**src/rtl/flag_pkg.sv**
```systemverilog
// Shared definitions for the ALU status-flag unit and its branch-condition users.
package flag_pkg;

   localparam int unsigned FLAG_Z = 0;
   localparam int unsigned FLAG_N = 1;
   localparam int unsigned FLAG_C = 2;
   localparam int unsigned FLAG_V = 3;

   typedef logic [3:0] flags_t;

   typedef enum logic [2:0] {
      COND_ALWAYS = 3'd0,
      COND_Z      = 3'd1,
      COND_NZ     = 3'd2,
      COND_N      = 3'd3,
      COND_NN     = 3'd4,
      COND_C      = 3'd5,
      COND_NC     = 3'd6,
      COND_V      = 3'd7
   } cond_e;

endpackage

```
**src/rtl/flag_cond_mux.sv**
```systemverilog
// Combinational branch-condition selector over a {V,C,N,Z} flag vector.
module flag_cond_mux
   import flag_pkg::*;
(
   input  logic [3:0] flags,
   input  logic [2:0] cond_sel,
   output logic       result
);

   always_comb begin
      result = 1'b0;
      case (cond_e'(cond_sel))
         COND_ALWAYS: result = 1'b1;
         COND_Z:      result = flags[FLAG_Z];
         COND_NZ:     result = ~flags[FLAG_Z];
         COND_N:      result = flags[FLAG_N];
         COND_NN:     result = ~flags[FLAG_N];
         COND_C:      result = flags[FLAG_C];
         COND_NC:     result = ~flags[FLAG_C];
         COND_V:      result = flags[FLAG_V];
         default:     result = 1'b0;
      endcase
   end

endmodule

```
**src/rtl/flag_unit.sv**
```systemverilog
// ALU status-flag register with sticky overflow, saturating zero counter and
// registered branch-condition evaluation.
module flag_unit
   import flag_pkg::*;
#(
   parameter int DATA_W   = 16,
   parameter int ZCNT_W   = 8,
   parameter int STICKY_V = 1,
   parameter int BYPASS   = 1
) (
   input  logic              clk,
   input  logic              RST,
   input  logic              ALU_EN,
   input  logic [DATA_W-1:0] alu_result,
   input  logic              alu_carry,
   input  logic              alu_ovf,
   input  logic              CLR,
   input  logic              OUT_EN,
   input  logic [2:0]        cond_sel,
   output logic              out,
   output logic              out_valid,
   output logic [3:0]        flags,
   output logic [ZCNT_W-1:0] zero_cnt
);

   flags_t            flags_q;
   flags_t            cap_flags;
   flags_t            flags_nxt;
   flags_t            eval_flags;
   logic [ZCNT_W-1:0] zcnt_q;
   logic              z_new;
   logic              cond_res;

   assign z_new = (alu_result == '0);

   // CLR in the capture cycle drops the sticky history so V follows alu_ovf only.
   always_comb begin
      cap_flags         = '0;
      cap_flags[FLAG_Z] = z_new;
      cap_flags[FLAG_N] = alu_result[DATA_W-1];
      cap_flags[FLAG_C] = alu_carry;
      cap_flags[FLAG_V] = alu_ovf | ((STICKY_V != 0) & flags_q[FLAG_V] & ~CLR);
   end

   always_comb begin
      flags_nxt = flags_q;
      if (ALU_EN)
         flags_nxt = cap_flags;
      else if (CLR)
         flags_nxt = '0;
   end

   // A pure CLR never forwards: the condition still sees the pre-clear flags.
   assign eval_flags = ((BYPASS != 0) && ALU_EN) ? cap_flags : flags_q;

   flag_cond_mux u_cond (
      .flags    (eval_flags),
      .cond_sel (cond_sel),
      .result   (cond_res)
   );

   always_ff @(posedge clk or posedge RST) begin
      if (RST) begin
         flags_q   <= '0;
         zcnt_q    <= '0;
         out       <= 1'b0;
         out_valid <= 1'b0;
      end else begin
         flags_q <= flags_nxt;

         if (CLR)
            zcnt_q <= (ALU_EN && z_new) ? ZCNT_W'(1) : '0;
         else if (ALU_EN && z_new && (zcnt_q != '1))
            zcnt_q <= zcnt_q + ZCNT_W'(1);

         out_valid <= OUT_EN;
         if (OUT_EN)
            out <= cond_res;
      end
   end

   assign flags    = flags_q;
   assign zero_cnt = zcnt_q;

endmodule

```
**config.mk**
```make
export PLATFORM = sky130hd
export DESIGN_NAME = flag_unit
export DESIGN_NICKNAME = d
export VERILOG_FILES = /design/src/rtl/flag_pkg.sv /design/src/rtl/flag_cond_mux.sv /design/src/rtl/flag_unit.sv
export SDC_FILE = /design/constraint.sdc
export NUM_CORES = 1
export LEC_CHECK = 0
export CORE_UTILIZATION = 40
export CTS_BUF_LIST = sky130_fd_sc_hd__clkbuf_2
export DETAILED_ROUTE_END_ITERATION = 8
export MAX_ROUTING_LAYER = met4
export PLACE_DENSITY = 0.87
export SYNTH_ARGS = -nofsm -noshare
export SYNTH_HDL_FRONTEND = slang
export SYNTH_SLANG_ARGS = --single-unit
export TNS_END_PERCENT = 20
```
**constraint.sdc**
```tcl
create_clock -name clk -period 2.4 [get_ports clk]
set_input_delay 0.36 -clock clk [delete_from_list [all_inputs] [get_ports clk]]
set_output_delay 0.36 -clock clk [all_outputs]
set_load 0.01 [all_outputs]
```
==> results.md <==
* Status: finished, final reports clean
* Die width at roughly 47 µm
* Reg power frac at 53.5%
* Maximum vdd ir drop at about 0.31 mV
* Final WS setup at between 0.03 and 0.04 ns
* Worst-Margin Slew at between 0.5 and 0.6 ns
* Fraction of layout cells with a size suffix above 1 at 9.02%
* Crit path max fanout at 5
* Post-Syn Area at between 700 and 800 µm²
* CTS tree: done
* Core area at about 1800 µm²
* Clk slew on worst S/H paths at 0.15 ns
* Switching pwr at 122 µW
* Number of synthesized flops with an enable pin at 0
* LEAKAGE at 0.000513 µW
* Via density at between 5 and 6
* DR iter-0 viols at 19
* CP Class: in2reg
* Cts bufs inserted at 3
* Total gr overflow at 0
* Largest net degree at the start of global routing at 15
* Final net count at approximately 160
* Inst Count DP at between 150 and 200
* Critical path capture point type: flip-flop
* Predominant post-synthesis flop cell: dfrtp_1
* Clk_skew at approximately 0.004 ns
* Peak Freq at around 0.42 GHz
* Net Sw Frac at a little over a quarter
* Port-buffer cells at 39
* Initial antenna violation count at 0
* Root Buffer: clkbuf_2
* Crit path launch type: input pin
* Synth async-reset ratio at 100%
* Clk sinks at 14
* Max-slew headroom at between 60% and 70%
* Total wire length at ~2.2 mm
* Synth warn at 0
* 1st-pass router iterations at 4
* ANT cells at 0
* Hold buffer count at cts at 0
* Int Pwr at between 300 and 400 µW
* DR WL/cell at 14.1 µm
* Power share of the combinational group at 20.8%
* Floorplan row count at 15
* Hold WC Path Type: in2async
* Die ar. at 2180 µm²
* Seq/Total Area, Yosys at between 40 and 50%
* Die H at 46.7 µm
* DRC Markers at 0
* Yosys cell types at 29
* Period Utilization, post-route at a little over nine tenths
* Max Cap Viol at 0
* Power share of the clock group at about a quarter
* Tot GR Track Use at a little under a quarter
* Yosys reg bits at 14
* Htree depth at 1
* First-pass GRT wire length at 3.26 mm
* Syn Inst Count at between 80 and 90
* Critical Path AT at roughly 2.6 ns
* Post-route non-filler standard cell count at between 150 and 200
* Power per standard cell area at roughly 360 nW/µm²
* Initial Util at 44.3%
* Setup WS pre-CTS at -0.319 ns
* CP Data Required Time at around 2.6 ns
* Top Ports at 40
* Area delta synth->final at 59.9%
* Gp weighted congestion at around 0.84
* Crit path time final at ~2.4 ns
* Skew-Pair Late Insertion Delay at just under 0.3 ns
* Max-slew violations at 0
* DRT antenna net count at 0
* Setup violators final at 0
* Post-synthesis average cell area at 9.07 µm²
* Clock buffer depth at 2
* Detailed placement HPWL at 1.73 mm
* Vias at just under 900
* Vias in the first global route at a little under 800
* Final hold vios at 0
* Syn_nets at 115
* Tightest hold margin at ~0.38 ns
## sequential cells by signal (all words and copies together), names as in the netlist
register / cells
zero_cnt: 8
out: 1
flags: 4
out_valid: 1
## power by group through the flow
stage / Combinational (µW) / Sequential, µW / Clock, µW
2_1_floorplan: 26.4 / 255 / 0
4_1_cts: 96.9 / 247 / 119
5_1_grt: 104 / 248 / 132
3_3_place_gp: 94.5 / 251 / 0
6_report: 96.1 / 247 / 119
3_5_place_dp: 96.4 / 252 / 0
## cell type report
| class | instances | area (µm²) |
|---|---|---|
| Fill cell | 141 | 526 |
| Clock inverter | 1 | 3.75 |
| Clock buffer | 3 | 15.0 |
| Multi-Input combinational cell | 65 | 422 |
| Inverter | 5 | 18.8 |
| Tap cell | 25 | 31.3 |
| Sequential cell | 14 | 350 |
| Timing Repair Buffer | 45 | 435 |
## cell usage in the layout (no fill, tap or decap), drive strengths merged, types with 2 or more instances in the layout
cell	count
a21oi	4
a22o	2
buf	6
clkbuf	3
clkdlybuf4s50	39
dfrtp	14
inv	5
mux2i	4
nand2	4
nand2b	2
nand3	5
nand4	2
nor2	8
nor2b	2
nor3	3
nor3b	2
nor4	5
o21ai	4
o31ai	2
or3	3
or4	3
xnor2	3
## stage by stage
step | utilization [%] | TNS (ns) | instance area (µm²) | power, µW
after detailed placement | 69.2 | -1.47 | 1250 | 348
after global placement | 69.2 | -1.11 | 1250 | 346
final | 70.8 | 0 | 1280 | 462
after CTS | 70.6 | 0 | 1270 | 463
after global routing | 70.8 | -0.0117 | 1280 | 484
after floorplan | - | -0.0205 | 811 | 281
## repair_timing
action / CTS / global route
buffers inserted: 0 / 0
gates resized for setup: 1 / 1
endpoints found under the setup margin: 1 / 3
## Yosys cell counts, types with 3 or more instances
cell | instances | share of area (%)
dfrtp_1 | 14 | 44
nor2_1 | 8 | 3.8
nand3_1 | 5 | 3.1
nor4_1 | 5 | 3.9
a21oi_1 | 4 | 2.5
inv_1 | 4 | 1.9
mux2i_1 | 4 | 5.0
nand2_1 | 4 | 1.9
o21ai_0 | 4 | 2.5
nor3_1 | 3 | 1.9
or3_1 | 3 | 2.4
or4_1 | 3 | 2.8
xnor2_1 | 3 | 3.3
## worst max-delay path, stage by stage
cell and delay [ns]:
clkdlybuf4s50_1 0.39, or4_1 0.53, or3_1 0.38, or3_4 0.37
or4_1 0.41, a21oi_1 0.15
## cell families after synthesis
| kind of cell | count (synthesis) | synth area share [%] |
|---|---|---|
| AOI/OAI and AO/OA | 17 | 14.0 |
| xor gates and xnor gates | 3 | 3.29 |
| adders and majority gates | 1 | 1.57 |
| buffers and inverters | 9 | 4.54 |
| DFF | 14 | 43.9 |
| muxes | 5 | 6.43 |
| and+or+nand+nor | 39 | 26.3 |
## final timing paths
path,from,end,slack (ns),cells past startpoint
min,RST,flags[3]$_DFFE_PP0P_,0.38,2
min in group clk,flags[2]$_DFFE_PP0P_,flags[2]$_DFFE_PP0P_,0.54,1
max in group asynchronous,RST,zero_cnt[7]$_DFFE_PP0P_,1.67,2
max,alu_result[0],zero_cnt[6]$_DFFE_PP0P_,0.03,6
min reg2reg,flags[2]$_DFFE_PP0P_,flags[2]$_DFFE_PP0P_,0.54,1
max reg2reg,zero_cnt[0]$_DFFE_PP0P_,zero_cnt[6]$_DFFE_PP0P_,0.44,6
## routing by layer
metal  track usage, %  up-vias  share of wire [%]
li1                 -      416                  -
met1             26.8      420                 43
met2             34.4       37                 49
met3             6.67        7                6.0
met4             12.0        0                2.1
met5                -        -                  0
Note: power is estimated with default switching activity, not from simulation.
